--- src/rtl/add_norm_round_pkg.sv ---
// Shared FP16 definitions for the adder normalise/round stage.
package add_norm_round_pkg;

    localparam int FP16_W  = 16;
    localparam int EXP_W   = 5;
    localparam int FRAC_W  = 10;
    localparam int BIAS    = 15;
    localparam int EXP_MAX = 31;
    localparam int SUM_W   = 13;
    localparam int IEXP_W  = 7;

    typedef struct packed {
        logic              sign;
        logic [EXP_W-1:0]  expo;
        logic [FRAC_W-1:0] frac;
    } fp16_t;

    // What kind of result stage 1 has decided on; stage 2 packs accordingly.
    typedef enum logic [1:0] {
        CLS_NORMAL,
        CLS_ZERO,
        CLS_INF,
        CLS_FLUSH
    } sum_class_t;

    function automatic fp16_t fp16_pack(input logic sign,
                                        input logic [EXP_W-1:0] expo,
                                        input logic [FRAC_W-1:0] frac);
        fp16_t f;
        f.sign = sign;
        f.expo = expo;
        f.frac = frac;
        return f;
    endfunction

endpackage

--- src/rtl/add_norm_round_lzc.sv ---
// 13-bit leading-zero counter; count is 13 and all_zero is set for a zero input.
module lzc_13b
    import add_norm_round_pkg::*;
(
    input  logic [SUM_W-1:0] value,
    output logic [3:0]       count,
    output logic             all_zero
);

    // Scan upward so the highest set bit is the last one to write the count.
    always_comb begin
        count    = 4'd13;
        all_zero = (value == '0);
        for (int i = 0; i < SUM_W; i++) begin
            if (value[i]) begin
                count = 4'(12 - i);
            end
        end
    end

endmodule

--- src/rtl/add_norm_round.sv ---
// FP16 add post-processing: stage 1 normalises the raw sum, stage 2 rounds
// to nearest even and packs the result.
// Optional feature macro: ADD_NORM_SUBNORM_EN (gradual underflow instead of flush-to-zero).
module add_norm_round
    import add_norm_round_pkg::*;
(
    input  logic              clk,
    input  logic              rst,
    input  logic              valid_in,
    output logic              ready_in,
    input  logic              sign_in,
    input  logic [SUM_W-1:0]  frac_sum_in,
    input  logic              carry_in,
    input  logic [EXP_W-1:0]  exp_max_in,
    output logic              valid_out,
    input  logic              ready_out,
    output logic [FP16_W-1:0] result_out,
    output logic              overflow_out,
    output logic              underflow_out
);

    logic                     s1_valid;
    logic                     s1_sign;
    logic [SUM_W-1:0]         s1_mant;
    logic signed [IEXP_W-1:0] s1_exp;
    sum_class_t               s1_class;

    logic                     advance;
    logic [3:0]               lz;
    logic                     frac_zero;

    logic signed [IEXP_W-1:0] e_eff;
    logic signed [IEXP_W-1:0] lz_s;
    logic [3:0]               shift;
    logic [SUM_W-1:0]         n_mant;
    logic signed [IEXP_W-1:0] n_exp;
    sum_class_t               n_class;

    logic                     inc;
    logic                     inexact;
    logic [11:0]              rnd;
    logic [10:0]              mant;
    logic signed [IEXP_W-1:0] exp_f;
    logic [EXP_W-1:0]         exp_field;
    fp16_t                    n_result;
    logic                     n_ov;
    logic                     n_uf;

    assign advance  = !valid_out || ready_out;
    assign ready_in = !s1_valid || advance;

    lzc_13b u_lzc (
        .value    (frac_sum_in),
        .count    (lz),
        .all_zero (frac_zero)
    );

    // Stage 1: pick the result class and normalise the magnitude so the
    // hidden bit lands in bit 12 (or as far as the exponent allows).
    always_comb begin
        n_class = CLS_NORMAL;
        n_mant  = '0;
        n_exp   = '0;
        shift   = lz;
        e_eff   = (exp_max_in == '0) ? 7'sd1 : $signed({2'b00, exp_max_in});
        lz_s    = $signed({3'b000, lz});
        if (exp_max_in == 5'(EXP_MAX)) begin
            n_class = CLS_INF;
        end else if (carry_in) begin
            n_mant = {1'b1, frac_sum_in[12:2], frac_sum_in[1] | frac_sum_in[0]};
            n_exp  = e_eff + 7'sd1;
        end else if (frac_zero) begin
            n_class = CLS_ZERO;
        end else begin
`ifdef ADD_NORM_SUBNORM_EN
            if (lz_s > e_eff - 7'sd1) begin
                shift = 4'(e_eff - 7'sd1);
                n_exp = 7'sd1;
            end else begin
                n_exp = e_eff - lz_s;
            end
            n_mant = frac_sum_in << shift;
`else
            n_mant = frac_sum_in << shift;
            n_exp  = e_eff - lz_s;
            if (n_exp < 7'sd1) begin
                n_class = CLS_FLUSH;
            end
`endif
        end
    end

    // Stage 1 register: loads whenever the stage is empty or draining.
    always_ff @(posedge clk) begin
        if (rst) begin
            s1_valid <= 1'b0;
            s1_sign  <= 1'b0;
            s1_mant  <= '0;
            s1_exp   <= '0;
            s1_class <= CLS_ZERO;
        end else if (ready_in) begin
            s1_valid <= valid_in;
            if (valid_in) begin
                s1_sign  <= sign_in;
                s1_mant  <= n_mant;
                s1_exp   <= n_exp;
                s1_class <= n_class;
            end
        end
    end

    // Stage 2: round to nearest even, renormalise on carry, then pack with flags.
    always_comb begin
        inc       = s1_mant[1] & (s1_mant[0] | s1_mant[2]);
        inexact   = s1_mant[1] | s1_mant[0];
        rnd       = {1'b0, s1_mant[12:2]} + {11'b0, inc};
        mant      = rnd[10:0];
        exp_f     = s1_exp;
        if (rnd[11]) begin
            mant  = rnd[11:1];
            exp_f = s1_exp + 7'sd1;
        end
        exp_field = mant[10] ? exp_f[4:0] : '0;
        n_result  = '0;
        n_ov      = 1'b0;
        n_uf      = 1'b0;
        case (s1_class)
            CLS_INF: begin
                n_result = fp16_pack(s1_sign, 5'h1F, 10'h0);
            end
            CLS_ZERO: begin
                n_result = '0;
            end
            CLS_FLUSH: begin
                n_result = fp16_pack(s1_sign, 5'h0, 10'h0);
                n_uf     = 1'b1;
            end
            default: begin
                if (exp_f >= 7'sd31) begin
                    n_result = fp16_pack(s1_sign, 5'h1F, 10'h0);
                    n_ov     = 1'b1;
                end else begin
                    n_result = fp16_pack(s1_sign, exp_field, mant[9:0]);
                    n_uf     = (exp_field == '0) && inexact;
                end
            end
        endcase
    end

    // Output register: holds its contents while downstream stalls.
    always_ff @(posedge clk) begin
        if (rst) begin
            valid_out     <= 1'b0;
            result_out    <= '0;
            overflow_out  <= 1'b0;
            underflow_out <= 1'b0;
        end else if (advance) begin
            valid_out <= s1_valid;
            if (s1_valid) begin
                result_out    <= n_result;
                overflow_out  <= n_ov;
                underflow_out <= n_uf;
            end
        end
    end

endmodule
--- config.mk ---
export PLATFORM = sky130hd
export DESIGN_NAME = add_norm_round
export DESIGN_NICKNAME = d
export VERILOG_FILES = /design/src/rtl/add_norm_round_pkg.sv /design/src/rtl/add_norm_round_lzc.sv /design/src/rtl/add_norm_round.sv
export SDC_FILE = /design/constraint.sdc
export NUM_CORES = 1
export LEC_CHECK = 0
export CAP_MARGIN = 20
export CORE_MARGIN = 5
export CORE_UTILIZATION = 45
export CTS_CLUSTER_DIAMETER = 30
export DETAILED_ROUTE_END_ITERATION = 8
export PLACE_DENSITY_LB_ADDON = 0.3
export SLEW_MARGIN = 10
export SYNTH_ARGS = -nofsm -noshare
export SYNTH_HDL_FRONTEND = slang
export SYNTH_HIERARCHICAL = 1
export SYNTH_SLANG_ARGS = --single-unit
--- constraint.sdc ---
create_clock -name clk -period 3.3 [get_ports clk]
set_input_delay 0.33 -clock clk [delete_from_list [all_inputs] [get_ports clk]]
set_output_delay 0.33 -clock clk [all_outputs]
set_load 0.05 [all_outputs]
# Word level (Yosys, flattened, before mapping)
# Cells that the tools add are included.
# op_classes
order_cmp	2
n_bitwise	4
n_eq_ne	4
reduce_logical	12
n_addsub	4
n_mux	33
shift	1
# op_table
operator	n
16-bit case mux with 3 select lines	1
13-bit 2-to-1 mux	3
4-bit 2-to-1 mux	8
7-bit 2-to-1 mux	4
15-bit 2-to-1 mux	1
13-bit logical NOT	1
13-bit by 4-bit << shifter with 13-bit output	1
11-bit by 1-bit adder with 12-bit output	1
3-bit 2-to-1 mux	4
11-bit 2-to-1 mux	1
5-bit logical NOT	2
5-bit 2-to-1 mux	2
2-bit 2-to-1 mux	4
7-bit by 2-bit adder with 7-bit output (second input constant)	1
7-bit by 6-bit greater-or-equal comparator with 1-bit output (second input constant)	1
5-bit by 1-bit adder with 6-bit output (second input constant)	1
6-bit by 2-bit < comparator with 1-bit output (second input constant)	1
5-bit by 4-bit subtractor with 6-bit output	1
5-bit == test (second input constant)	1
2-bit == test (second input constant)	2
1-bit 2-to-1 mux	4
2-bit AND reduction	2
1-bit bitwise OR	3
3-bit OR reduction	1
other kinds (7)	9
# totals
inputBits	24
regBits	43
elab_cells	69

# Depth between registers and ports, before layout
# Gate-level depths: netlist (run 1).
# logic_depth
depth_word	19
mapped_depth	13
mapped_depth_nobuf	13

# By module
# Netlist (run 1), hierarchy kept.
# modules_own_cells
mod	n_inst	cells_each	area_per_inst_um2	seq_area_each_um2
add_norm_round	1	381	3075.4	860.8
lzc_13b	1	23	143.9	0.0

# Worst setup path before layout (run 1)
# OpenSTA, ideal clock, no wires.
# synth_timing
kind	input-to-reg
start	input port frac_sum_in[4]
end	register s1_class[1]
required_time_ns	3.205
slack_ns	-0.008
path_buffers	1
arrival_time_ns	3.212
cell_stages	12
path_cell_list	o31ai_1 -> a211oi_1 -> nor3_1 -> clkbuf_1 -> inv_2 -> fa_1 -> xnor2_1 -> xnor2_1 -> or3b_2 -> a2111oi_0 -> o21ai_0 -> a221oi_1
# synth_between
elab_chain_cells	15
word_cells_on_any_way	16
classes_between	add/sub: 1; order compare: 1; mux: 13; reduce/logical: 1
# synth_lines
element	line_no	text
start, declared	add_norm_round.sv:12	input logic [SUM_W-1:0] frac_sum_in,
3-bit 2-to-1 mux	add_norm_round_lzc.sv:15	if (value[i]) begin
4-bit 2-to-1 mux (8 in series)	add_norm_round_lzc.sv:15	
net lz[1]	add_norm_round.sv:29	logic [3:0] lz;
5-bit by 4-bit subtractor with 6-bit output	add_norm_round.sv:85	n_exp = e_eff - lz_s;
6-bit by 2-bit < comparator with 1-bit output	add_norm_round.sv:86	if (n_exp < 7'sd1) begin
2-bit 2-to-1 mux	add_norm_round.sv:86	
2-bit 2-to-1 mux	add_norm_round.sv:72	end else if (frac_zero) begin
2-bit 2-to-1 mux	add_norm_round.sv:69	end else if (carry_in) begin
2-bit 2-to-1 mux	add_norm_round.sv:67	if (exp_max_in == 5'(EXP_MAX)) begin
end signal, assigned	add_norm_round.sv:107	s1_class <= n_class;
end, declared	add_norm_round.sv:26	sum_class_t s1_class;
# The timed path passes the listed nets, and every way through them passes these cells.
# A chain may end at the register's enable or synchronous reset.

# Worst setup path after layout (run 1)
# layout_timing
start	input port frac_sum_in[1]
end	register s1_class[1]
# layout_between
elab_chain_cells	18
word_cells_on_any_way	19
classes_between	add/sub: 1; order compare: 1; mux: 16; reduce/logical: 1
# layout_lines
element	line_no
3-bit 2-to-1 mux (4 in series)	add_norm_round_lzc.sv:15
4-bit 2-to-1 mux (8 in series)	add_norm_round_lzc.sv:15
net lz[1]	add_norm_round.sv:29
5-bit by 4-bit subtractor with 6-bit output	add_norm_round.sv:85
6-bit by 2-bit < comparator with 1-bit output	add_norm_round.sv:86
2-bit 2-to-1 mux	add_norm_round.sv:86
2-bit 2-to-1 mux	add_norm_round.sv:72
2-bit 2-to-1 mux	add_norm_round.sv:69
2-bit 2-to-1 mux	add_norm_round.sv:67
# The timed path passes the listed nets, and every way through them passes these cells.

==> impl_table.tex, run 1 <==
\begin{tabular}{lr}
\hline
Metric & Value \\
\hline
\multicolumn{2}{l}{\textbf{Setup path}} \\
CP Capture Type & flip-flop \\
Worst path slowest cell & sky130\_fd\_sc\_hd\_\_clkdlybuf4s50\_1 \\
Category of the worst setup path launch point & input pin \\
Largest fanout on the critical path & 8 \\
Sequence of cells on the critical path & clkdlybuf4s50\_1, nor2\_1, o31ai\_1, a211oi\_1, nor3\_2, inv\_2, buf\_4, ha\_1, a221o\_1, a21o\_1, a2111oi\_4, o21ai\_1, a221oi\_1 \\
Endpoint required time on the critical path & 3510 ps \\
Origin of the worst setup path & frac\_sum\_in[1] \\
Critical R2R Launch & s1\_mant[2]\$\_SDFFE\_PP0P\_ \\
Register-to-register setup slack & around 500 ps \\
Arrival time of the worst setup path & 3330 ps \\
Worst Setup Path Type & in -> reg \\
R2R cell count & 8 \\
Slowest Stage Delay on Critical Path & 520 ps \\
\multicolumn{2}{l}{\textbf{Cells and area}} \\
Filler Cells Inserted & $\sim$650 \\
Most common library cell in the layout ignoring fill and taps & sky130\_fd\_sc\_hd\_\_nand2\_1 \\
Final nets & 501 \\
Footprint of the multi-input gates & 2220 sq um \\
Sequential cell area & $\sim$860 sq um \\
Share of the core filled with cells & between 50 and 60\% \\
Inserted Diodes & 0 \\
Leading cell types in the layout, fill and taps excluded & sky130\_fd\_sc\_hd\_\_nand2\_1 (48), sky130\_fd\_sc\_hd\_\_clkdlybuf4s50\_1 (43), sky130\_fd\_sc\_hd\_\_dfxtp\_1 (43), sky130\_fd\_sc\_hd\_\_buf\_4 (39), sky130\_fd\_sc\_hd\_\_nor2\_1 (35) \\
Share of post-route cells with drive strength above 1 & between 15 and 20\% \\
Final Cell Area & 4120 sq um \\
Area grow syn2layout & 27.9\% \\
\multicolumn{2}{l}{\textbf{Timing}} \\
Final period utilization & 94.4\% \\
Number of setup violations in the final report & 0 \\
Slew HR & 46.2\% \\
Slew at the pin closest to its max-slew limit & 807 ps \\
Fmax achieved & 321 MHz \\
Max-slew violation total from the final report & 0 \\
Min Clock Period, post-route & 3120 ps \\
Final hold slack & $\sim$450 ps \\
Final Skew & between 8 and 9 ps \\
Number of failing hold endpoints at the final stage & 0 \\
Final worst slack & 184 ps \\
Setup repair after global routing missed its margin & no \\
\multicolumn{2}{l}{\textbf{Synthesis}} \\
Instance count of the mapped netlist & 404 \\
Cell area after synthesis & about 3200 sq um \\
Ys Warns & 6 \\
Synthesized Nets & $\sim$440 \\
Synth cell types & 68 \\
Adder-cell area share of the yosys netlist & 2.95\% \\
Register area share after synthesis & 26.7\% \\
Most used flip-flop cell after synthesis & sky130\_fd\_sc\_hd\_\_dfxtp\_1 \\
Combinational family with the most area after synthesis & simple AND/OR/NAND/NOR gates \\
Fraction of the mapped netlist area in simple logic gates & 25.4\% \\
Post-Syn Area per Cell & 7.97 sq um \\
Post-synthesis compound-gate area fraction & between 20\% and 30\% \\
Ys async rst share & 0\% \\
Mux contribution to synthesized area & between 10\% and 20\% \\
Post-synthesis sequential element count & 43 \\
Xor and xnor fraction of the mapped netlist area & 3.54\% \\
Number of synthesized flops with an enable pin & 0 \\
\multicolumn{2}{l}{\textbf{Routing}} \\
DRT iter0 DRCs & 224 \\
Residual DRC & 0 \\
WL/cell & 15.6 microns \\
Residual antenna-violating net count after detailed routing & 0 \\
Wire length reported by the detailed router & 8.84 mm \\
Detailed-router iteration count before antenna repair & 4 \\
Average via count per standard cell & 5.88 \\
Total via count in the routed design & 3,336 \\
\multicolumn{2}{l}{\textbf{Die}} \\
IO Count & 44 \\
FP Rows & 30 \\
Chip Height & 94.6 microns \\
Starting utilization of the core area & 46.9\% \\
Total die area & 8950 sq um \\
Standard cell core area & 6870 sq um \\
Die Span X & $\sim$95 microns \\
\multicolumn{2}{l}{\textbf{Clock tree}} \\
Post-CTS Repair Setup Buffers & 0 \\
Hold-fix buffers at CTS & 0 \\
Clock transition time at the flip-flop clock pins of the worst setup and hold paths & 80 ps \\
Latest clock arrival within the worst-skew pair & 300 ps \\
H-Tree Depth & 2 \\
TritonCTS Buffers & 5 \\
Maximum clock path buffer count & 2 \\
CTS tree & built \\
CTS sink cnt & 43 \\
Clk Tree Root Cell & sky130\_fd\_sc\_hd\_\_clkbuf\_8 \\
\multicolumn{2}{l}{\textbf{Hold path}} \\
Tightest Hold Check Type & reg -> reg \\
Hold Crit Depth & 2 \\
Beginning of the worst hold path & result\_out[11]\$\_SDFFE\_PP0P\_ \\
\multicolumn{2}{l}{\textbf{Global route}} \\
Antenna violations before repair & 0 \\
Pin count of the biggest net entering global routing & 23 \\
Overall global routing resource usage & about a fifth \\
Global-route wire length before repair & about 15 mm \\
Total gr overflow & 0 \\
Via count of the first global-routing pass & 3,243 \\
\multicolumn{2}{l}{\textbf{Pwr}} \\
Worst voltage drop across the vdd grid & 0.214 mV \\
Leakage & 1.54 nW \\
Overall Power & $\sim$1.4 mW \\
Total power density per cell area & 338 nW/um\^{}2 \\
\multicolumn{2}{l}{\textbf{Place}} \\
Detail Placement HPWL & 6.92 mm \\
Placement-stage cell area & between 3000 and 4000 sq um \\
Quantity of I/O buffers inserted on ports & between 40 and 50 \\
Placer congestion estimate & a little under 0.9 \\
Post-placement worst setup slack & -435 ps \\
\multicolumn{2}{l}{\textbf{Flow run}} \\
Number of maximum-capacitance constraint violations & 0 \\
\multicolumn{2}{l}{\textbf{Run status}} \\
Run status & complete, no violations \\
\hline
\end{tabular}
## final cells by class
class / count / share of cell area [%]
well taps: 96 / 2.92
clock inverters: 3 / 1.64
flip-flops and latches: 43 / 20.9
repair buffers: 82 / 17.6
inverters: 15 / 1.37
clock buffers: 5 / 1.67
multi-input cells: 323 / 53.9
## registers in the layout, indices dropped and copies added (netlist names)
register,cells
s1_class,2
overflow_out,1
valid_out,1
s1_sign,1
s1_mant,13
underflow_out,1
result_out,16
s1_valid,1
s1_exp,7
## power by group
part           internal (mW)  switching (mW)  total [mW]
logic                  0.156           0.176       0.332
clock network          0.302           0.181       0.483
registers              0.541          0.0340       0.575
total                  0.999           0.391        1.39
## critical path: cells and delay by family
family          cells  cell delay [ps]
compound gates      7             1690
fa+ha+maj           1              290
buf+inv             3              770
simple gates        2              250
## worst paths after layout
path	endpoint
min reg2reg	result_out[11]$_SDFFE_PP0P_
max reg2reg	result_out[3]$_SDFFE_PP0P_
max	s1_class[1]$_SDFFE_PP0P_
min	result_out[11]$_SDFFE_PP0P_
## routing by layer
| metal | share of wire (%) | track usage, % | up-vias |
|---|---|---|---|
| met1 | 46 | 26.9 | 1595 |
| met3 | 4.4 | 3.90 | 18 |
| li1 | - | - | 1644 |
| met2 | 48 | 34.1 | 79 |
| met5 | 0 | 0 | - |
| met4 | 1.7 | 5.65 | 0 |
## metrics by stage
step / setup TNS (ps) / instances
after global routing: 0 / 567
after CTS: 0 / 567
after global placement: -598 / 559
after detailed placement: -803 / 559
final: 0 / 567
after floorplan: 0 / 404
## cells in the mapped netlist (3+ instances only)
cell / n / area share [%]
sky130_fd_sc_hd__a22oi_1: 22 / 5.1
sky130_fd_sc_hd__buf_2: 3 / 0.47
sky130_fd_sc_hd__inv_1: 12 / 1.4
sky130_fd_sc_hd__nor3b_1: 4 / 0.93
sky130_fd_sc_hd__nand2b_1: 3 / 0.58
sky130_fd_sc_hd__nand3_1: 18 / 2.8
sky130_fd_sc_hd__a221oi_2: 3 / 1.4
sky130_fd_sc_hd__a31oi_1: 3 / 0.58
sky130_fd_sc_hd__a22o_1: 3 / 0.82
sky130_fd_sc_hd__nand2_1: 48 / 5.6
sky130_fd_sc_hd__dfxtp_1: 43 / 27
sky130_fd_sc_hd__buf_4: 3 / 0.70
sky130_fd_sc_hd__mux2i_1: 19 / 5.9
sky130_fd_sc_hd__nor2_1: 35 / 4.1
sky130_fd_sc_hd__and3_1: 5 / 0.97
sky130_fd_sc_hd__o21ai_0: 24 / 3.7
sky130_fd_sc_hd__xnor2_1: 9 / 2.4
sky130_fd_sc_hd__a32o_1: 4 / 1.2
sky130_fd_sc_hd__nor4_1: 4 / 0.78
sky130_fd_sc_hd__a21oi_1: 26 / 4.0
sky130_fd_sc_hd__ha_1: 6 / 2.3
sky130_fd_sc_hd__o22ai_1: 3 / 0.58
sky130_fd_sc_hd__clkbuf_1: 13 / 1.5
sky130_fd_sc_hd__xor2_1: 4 / 1.1
sky130_fd_sc_hd__mux4_2: 6 / 4.2
sky130_fd_sc_hd__a32oi_1: 3 / 0.82
sky130_fd_sc_hd__nand4_1: 6 / 1.2
sky130_fd_sc_hd__nor3_1: 10 / 1.6
sky130_fd_sc_hd__or3_1: 8 / 1.6
## kinds of logic after synthesis
| logic type | count (synthesis) |
|---|---|
| AND/OR/NAND/NOR | 159 |
| AO/OA/AOI/OAI | 117 |
| flip-flops | 43 |
| buffers and inverters | 38 |
| multiplexers | 27 |
| XOR/XNOR | 13 |
| adder cells (fa/ha/maj) | 7 |
## timing repair
action | 4_1_cts | 5_1_grt
gates resized for setup | 3 | 5
gates cloned | 0 | 0
pin swaps | 0 | 4
setup endpoints to repair | 1 | 3
Power figures use the tool's default switching activity.
==> inputs of run 2 (changes only) <==
CORE_UTILIZATION = 50   (was 45)
HOLD_SLACK_MARGIN = 0.03   (was default)
==> impl_table.tex, run 2 (synthesis gave the netlist of run 1 again) <==
\begin{tabular}{lr}
\hline
Metric & Value \\
\hline
\multicolumn{2}{l}{\textbf{Cells and area}} \\
Share of post-route cells with drive strength above 1 & 16.9\% \\
Area grow syn2layout & 25.7\% \\
Final nets & 497 \\
Number of flip-flops under the largest register name & 16 \\
Leading cell types in the layout, fill and taps excluded & sky130\_fd\_sc\_hd\_\_nand2\_1 (48), sky130\_fd\_sc\_hd\_\_clkdlybuf4s50\_1 (43), sky130\_fd\_sc\_hd\_\_dfxtp\_1 (43), sky130\_fd\_sc\_hd\_\_nor2\_1 (35), sky130\_fd\_sc\_hd\_\_buf\_4 (35) \\
Register with the most flip-flops & result\_out \\
Inserted Diodes & 0 \\
Fin cells & 544 \\
Share of the core filled with cells & 64.1\% \\
Most common library cell in the layout ignoring fill and taps & sky130\_fd\_sc\_hd\_\_nand2\_1 \\
Top flop regs & result\_out x16, s1\_mant x13, s1\_exp x7 \\
Filler Cells Inserted & 548 \\
\multicolumn{2}{l}{\textbf{Setup path}} \\
Arrival time of the worst setup path & 3310 ps \\
Endpoint required time on the critical path & 3540 ps \\
CP Capture Type & flip-flop \\
Category of the worst setup path launch point & input pin \\
Worst Setup Path Type & in -> reg \\
R2R cell count & 8 \\
Largest fanout on the critical path & 8 \\
\multicolumn{2}{l}{\textbf{Place}} \\
Placer congestion estimate & between 0.8 and 0.9 \\
Placed cell count & 536 \\
Detail Placement HPWL & 6.73 mm \\
Quantity of I/O buffers inserted on ports & 43 \\
\multicolumn{2}{l}{\textbf{Clock tree}} \\
Post-CTS Repair Setup Buffers & 0 \\
H-Tree Depth & 2 \\
CTS tree & built \\
Latest clock arrival within the worst-skew pair & 310 ps \\
TritonCTS Buffers & 5 \\
Maximum clock path buffer count & 2 \\
Clk Tree Root Cell & sky130\_fd\_sc\_hd\_\_clkbuf\_8 \\
Clock transition time at the flip-flop clock pins of the worst setup and hold paths & 90 ps \\
Hold-fix buffers at CTS & 0 \\
CTS sink cnt & 43 \\
\multicolumn{2}{l}{\textbf{Global route}} \\
Via count of the first global-routing pass & approximately 3.2k \\
Pin count of the biggest net entering global routing & 36 \\
Antenna violations before repair & 0 \\
Overall global routing resource usage & approximately a fifth \\
Global-route wire length before repair & 14.8 mm \\
Total gr overflow & 0 \\
\multicolumn{2}{l}{\textbf{Die}} \\
IO Count & 44 \\
FP Rows & 29 \\
Total die area & 8140 sq um \\
Standard cell core area & $\sim$6300 sq um \\
Die Span X & approximately 90 microns \\
Chip Height & 90.2 microns \\
Starting utilization of the core area & 51.0\% \\
\multicolumn{2}{l}{\textbf{Flow run}} \\
Number of maximum-capacitance constraint violations & 0 \\
\multicolumn{2}{l}{\textbf{Pwr}} \\
Worst voltage drop across the vdd grid & 0.286 mV \\
Leakage & 1.52 nW \\
Total power density per cell area & 314 nW/um\^{}2 \\
Internal power & 0.854 mW \\
Fraction of power consumed by the clock network & 28.6\% \\
Combinational fraction of design power & about a quarter \\
P\_sw & roughly 0.42 mW \\
Switching part of the total power & between 30\% and 40\% \\
Sequential group share of total power & 45.3\% \\
\multicolumn{2}{l}{\textbf{Routing}} \\
Residual DRC & 0 \\
Wire length reported by the detailed router & 8.76 mm \\
DRT iter0 DRCs & 197 \\
Detailed-router iteration count before antenna repair & 5 \\
Residual antenna-violating net count after detailed routing & 0 \\
WL/cell & 16.1 microns \\
Average via count per standard cell & 6.09 \\
Total via count in the routed design & around 3.3k \\
\multicolumn{2}{l}{\textbf{Hold path}} \\
Hold Crit Depth & 2 \\
Tightest Hold Check Type & reg -> reg \\
\multicolumn{2}{l}{\textbf{Timing}} \\
Slew HR & 53.1\% \\
Max-slew violation total from the final report & 0 \\
Number of failing hold endpoints at the final stage & 0 \\
Final period utilization & 93.2\% \\
Fmax achieved & 325 MHz \\
Final Skew & 6.99 ps \\
Min Clock Period, post-route & 3080 ps \\
Number of setup violations in the final report & 0 \\
Slew at the pin closest to its max-slew limit & 703 ps \\
\multicolumn{2}{l}{\textbf{Run status}} \\
Run status & complete, no violations \\
\hline
\end{tabular}
==> run 2: changes by cell type in the layout (fill, tap and decap cells not counted), sizes merged <==
cell	change
clkinvlp	-1
buf	-4
bufinv	-2
inv	+3
==> run 2: critical path: stages <==
cell and delay [ps]:
sky130_fd_sc_hd__clkdlybuf4s50_1 500, sky130_fd_sc_hd__nor2_1 70, sky130_fd_sc_hd__o31ai_1 270, sky130_fd_sc_hd__a211oi_1 130, sky130_fd_sc_hd__nor3_2 170, sky130_fd_sc_hd__inv_2 70, sky130_fd_sc_hd__buf_4 190, sky130_fd_sc_hd__ha_1 280
sky130_fd_sc_hd__a221o_1 370, sky130_fd_sc_hd__a21o_1 220, sky130_fd_sc_hd__a2111oi_4 380, sky130_fd_sc_hd__o21ai_2 90, sky130_fd_sc_hd__a221oi_2 240
==> run 2: cell type report <==
| type | count | area, sq um | share of cell area [%] |
|---|---|---|---|
| Clock buffer | 5 | 68.8 | 1.70 |
| Timing Repair Buffer | 78 | 693 | 17.1 |
| Clock inverter | 3 | 26.3 | 0.650 |
| Tap cell | 77 | 96.3 | 2.38 |
| Sequential cell | 43 | 861 | 21.3 |
| Inverter | 15 | 56.3 | 1.39 |
| Multi-Input combinational cell | 323 | 2240 | 55.5 |
==> run 2: power groups by stage <==
| stage | sequential, mW | clock [mW] | combinational [mW] |
|---|---|---|---|
| after floorplan | 0.584 | 0 | 0.199 |
| after CTS | 0.575 | 0.371 | 0.324 |
| after detailed placement | 0.587 | 0 | 0.318 |
| final | 0.576 | 0.364 | 0.331 |
| after global placement | 0.586 | 0 | 0.312 |
| after global routing | 0.579 | 0.390 | 0.363 |
==> run 2: final timing paths <==
check                                                 start                           to  slack (ps)
worst max-delay path                         frac_sum_in[2]     s1_class[1]$_SDFFE_PP0P_         220
worst min-delay path            result_out[11]$_SDFFE_PP0P_  result_out[11]$_SDFFE_PP0P_         450
worst max register to register      s1_mant[0]$_SDFFE_PP0P_   result_out[3]$_SDFFE_PP0P_         440
worst min register to register  result_out[11]$_SDFFE_PP0P_  result_out[11]$_SDFFE_PP0P_         450
==> run 2: stage by stage <==
stage / setup WS [ps] / hold WS, ps / power (mW) / cell area [sq um] / setup TNS (ps)
after CTS: 21.2 / 459 / 1.27 / 4010 / 0
after global placement: -338 / 438 / 0.897 / 3890 / -550
after floorplan: 164 / 437 / 0.783 / 3220 / 0
final: 223 / 454 / 1.27 / 4050 / 0
after detailed placement: -450 / 447 / 0.904 / 3890 / -740
after global routing: -12.3 / 476 / 1.33 / 4050 / -17.1
==> run 2: metal layers <==
layer,global-route usage [%],wire length [microns],part of all wire (%)
met2,35.9,4270,49
met4,4.84,90,1.0
met5,0,0,0
met1,28.0,3990,46
met3,3.34,406,4.6
==> run 2: what timing repair did <==
action | CTS | global route
pin swaps | 3 | 4
endpoints found under the setup margin | 1 | 5
resized for setup | 4 | 8
==> inputs of run 3 (changes only) <==
ABC_AREA = 1   (was default)
PLACE_DENSITY = 0.77   (was default)
PLACE_DENSITY_LB_ADDON = default   (was 0.3)
==> impl_table.tex, run 3 <==
\begin{tabular}{lr}
\hline
Metric & Value \\
\hline
\multicolumn{2}{l}{\textbf{Clock tree}} \\
Quantity of gates resized following cts & 0 \\
H-Tree Depth & 2 \\
TritonCTS Buffers & 5 \\
CTS tree & built \\
Latest clock arrival within the worst-skew pair & approximately 290 ps \\
Clk Tree Root Cell & sky130\_fd\_sc\_hd\_\_clkbuf\_8 \\
Clock transition time at the flip-flop clock pins of the worst setup and hold paths & 80 ps \\
Hold-fix buffers at CTS & 0 \\
CTS sink cnt & between 40 and 50 \\
Maximum clock path buffer count & 2 \\
Post-CTS Repair Setup Buffers & 0 \\
\multicolumn{2}{l}{\textbf{Setup path}} \\
Worst path slowest cell & sky130\_fd\_sc\_hd\_\_clkdlybuf4s50\_1 \\
Slowest Stage Delay on Critical Path & around 550 ps \\
Sequence of cells on the critical path & clkdlybuf4s50\_1, inv\_1, nand2\_1, nand2\_1, nand2\_1, nand2\_1, nand2\_1, nand2\_1, nand2\_1, nand2\_1, nand2\_1, nand2\_1, a21oi\_2, ha\_1, inv\_1, fa\_1, inv\_1, nand2\_1, a31oi\_1, xor2\_1, nand3\_1, nand2\_1, nand2\_1, a21oi\_1 \\
Cell occurring most often along the worst timing path & sky130\_fd\_sc\_hd\_\_nand2\_1 \\
CP Capture Type & flip-flop \\
R2R cell count & 13 \\
Category of the worst setup path launch point & input pin \\
Arrival time of the worst setup path & 3000 ps \\
Endpoint required time on the critical path & between 3000 and 4000 ps \\
Worst Setup Path Type & in -> reg \\
Largest fanout on the critical path & 6 \\
\multicolumn{2}{l}{\textbf{Pwr}} \\
Worst voltage drop across the vdd grid & 0.255 mV \\
Leakage & 1.59 nW \\
Total power density per cell area & between 300 and 400 nW/um\^{}2 \\
\multicolumn{2}{l}{\textbf{Synthesis}} \\
Adder-cell area share of the yosys netlist & 2.99\% \\
Post-Syn Area per Cell & 6.16 sq um \\
Most used flip-flop cell after synthesis & sky130\_fd\_sc\_hd\_\_dfxtp\_1 \\
Top-count cell post-synth & sky130\_fd\_sc\_hd\_\_nand2\_1 \\
Post-synthesis compound-gate area fraction & around 22\% \\
Mux contribution to synthesized area & less than 1\% \\
Post-synthesis sequential element count & 43 \\
Synth cell types & 44 \\
Ys Warns & 6 \\
Fraction of post-synthesis cell area in the top cell type by area & between 20\% and 30\% \\
Synthesized Nets & approximately 550 \\
Post-synth top area cell & sky130\_fd\_sc\_hd\_\_dfxtp\_1 \\
Instance count of the mapped netlist & roughly 520 \\
Cell area after synthesis & 3190 sq um \\
Register area share after synthesis & between 20\% and 30\% \\
Xor and xnor fraction of the mapped netlist area & 3.30\% \\
Most numerous cell types in the synthesized netlist & sky130\_fd\_sc\_hd\_\_nand2\_1 (165), sky130\_fd\_sc\_hd\_\_inv\_1 (62), sky130\_fd\_sc\_hd\_\_a21oi\_1 (53), sky130\_fd\_sc\_hd\_\_dfxtp\_1 (43), sky130\_fd\_sc\_hd\_\_o21ai\_0 (39) \\
Fraction of the mapped netlist area in simple logic gates & 33.7\% \\
Ys async rst share & 0\% \\
Synth top area cells & sky130\_fd\_sc\_hd\_\_dfxtp\_1 (27\%), sky130\_fd\_sc\_hd\_\_nand2\_1 (19\%), sky130\_fd\_sc\_hd\_\_a21oi\_1 (8.3\%) \\
Combinational family with the most area after synthesis & simple AND/OR/NAND/NOR gates \\
Number of synthesized flops with an enable pin & 0 \\
\multicolumn{2}{l}{\textbf{Die}} \\
Starting utilization of the core area & 50.7\% \\
Chip Height & approximately 90 microns \\
Standard cell core area & 6280 sq um \\
Die Span X & between 80 and 90 microns \\
Total die area & 8070 sq um \\
FP Rows & 29 \\
IO Count & 44 \\
\multicolumn{2}{l}{\textbf{Place}} \\
Quantity of I/O buffers inserted on ports & 43 \\
Placed cell count & 627 \\
Detail Placement HPWL & 6.07 mm \\
Placement-stage cell area & 3700 sq um \\
Placer congestion estimate & 0.929 \\
\multicolumn{2}{l}{\textbf{Global route}} \\
Via count of the first global-routing pass & 3,032 \\
Global-route wire length before repair & 13.0 mm \\
Antenna violations before repair & 0 \\
Total gr overflow & 0 \\
Overall global routing resource usage & 18.6\% \\
Pin count of the biggest net entering global routing & 25 \\
\multicolumn{2}{l}{\textbf{Cells and area}} \\
Final Cell Area & between 3000 and 4000 sq um \\
Share of post-route cells with drive strength above 1 & 6.27\% \\
Leading cell types in the layout, fill and taps excluded & sky130\_fd\_sc\_hd\_\_nand2\_1 (165), sky130\_fd\_sc\_hd\_\_inv\_1 (62), sky130\_fd\_sc\_hd\_\_a21oi\_1 (53), sky130\_fd\_sc\_hd\_\_clkdlybuf4s50\_1 (43), sky130\_fd\_sc\_hd\_\_dfxtp\_1 (43) \\
Top flop regs & result\_out x16, s1\_mant x13, s1\_exp x7 \\
Most common library cell in the layout ignoring fill and taps & sky130\_fd\_sc\_hd\_\_nand2\_1 \\
Filler Cells Inserted & 642 \\
Final nets & 588 \\
Area grow syn2layout & 18.6\% \\
Inserted Diodes & 0 \\
Register with the most flip-flops & result\_out \\
Fin cells & 635 \\
Number of flip-flops under the largest register name & 16 \\
\multicolumn{2}{l}{\textbf{Routing}} \\
DRT iter0 DRCs & $\sim$150 \\
Residual DRC & 0 \\
Wire length reported by the detailed router & 7.57 mm \\
WL/cell & 11.9 microns \\
Average via count per standard cell & 5.28 \\
Detailed-router iteration count before antenna repair & 4 \\
Residual antenna-violating net count after detailed routing & 0 \\
Total via count in the routed design & 3,354 \\
\multicolumn{2}{l}{\textbf{Hold path}} \\
Hold Crit Depth & 2 \\
Tightest Hold Check Type & reg -> reg \\
\multicolumn{2}{l}{\textbf{Timing}} \\
Final period utilization & between 80\% and 90\% \\
Final hold slack & 466 ps \\
Slew at the pin closest to its max-slew limit & 783 ps \\
Setup repair after global routing missed its margin & no \\
Fmax achieved & 361 MHz \\
Accumulated negative setup slack & 0 ps \\
Max-slew violation total from the final report & 0 \\
Number of setup violations in the final report & 0 \\
Number of failing hold endpoints at the final stage & 0 \\
Final Skew & 5.19 ps \\
Slew HR & 47.6\% \\
Min Clock Period, post-route & between 2000 and 3000 ps \\
\multicolumn{2}{l}{\textbf{Run status}} \\
Run status & complete, no violations \\
\multicolumn{2}{l}{\textbf{Flow run}} \\
Number of maximum-capacitance constraint violations & 0 \\
\hline
\end{tabular}
run 3: cell count changes after synthesis, sizes merged, moves of 6 or more:
cell,before,now
mux2i,19,2
mux4,6,0
inv,13,62
o21ai,26,40
nor2,35,29
o211ai,2,10
a22oi,22,1
nand3,19,28
nand2,49,169
a21oi,27,56
or3,8,0
run 3: cell type report:
type	count	area (sq um)	area share [%]
Inverter	65	249	6.59
Clock inverter	1	5.00	0.132
Tap cell	77	96.3	2.55
Sequential cell	43	861	22.8
Multi-Input combinational cell	389	1980	52.5
Timing Repair Buffer	53	505	13.4
Clock buffer	7	76.3	2.02
run 3: kinds of logic after synthesis:
| logic type | count (synthesis) |
|---|---|
| AO/OA/AOI/OAI | 122 |
| adder cells (fa/ha/maj) | 7 |
| buffers and inverters | 85 |
| XOR/XNOR | 12 |
| flip-flops | 43 |
| AND/OR/NAND/NOR | 246 |
| multiplexers | 2 |
run 3: stage by stage:
step	utilization (%)	worst slack (ps)	power (mW)
after floorplan	-	689	0.772
after global placement	58.9	309	0.862
after detailed placement	58.9	226	0.865
after CTS	60.2	540	1.18
after global routing	60.2	271	1.25
final	60.2	529	1.17
run 3: critical path: cells and delay by family:
kind                       cells  cell delay, ps
and+or+nand+nor               14             770
AOI/OAI and AO/OA              3             420
buffers and inverters          4             760
adders and majority gates      2             510
xor gates and xnor gates       1             190
run 3: metal layers:
layer / global-route usage, % / wire length, microns
met2: 31.8 / 3430
met1: 21.9 / 3470
met5: 0 / 0
met3: 4.01 / 376
met4: 8.94 / 293
run 3: path summary, 6_finish.rpt:
kind                                from                     endpoint  slack, ps
max                       frac_sum_in[1]     s1_class[1]$_SDFFE_PP0P_        530
min          result_out[14]$_SDFFE_PP0P_  result_out[14]$_SDFFE_PP0P_        470
max reg2reg      s1_mant[0]$_SDFFE_PP0P_   underflow_out$_SDFFE_PP0P_       1130
min reg2reg  result_out[14]$_SDFFE_PP0P_  result_out[14]$_SDFFE_PP0P_        470
run 3: where the power goes:
| group | internal [mW] | total [mW] | switching, mW |
|---|---|---|---|
| combinational | 0.115 | 0.290 | 0.176 |
| clock | 0.149 | 0.316 | 0.168 |
| sequential | 0.542 | 0.566 | 0.0238 |
| total | 0.805 | 1.17 | 0.367 |
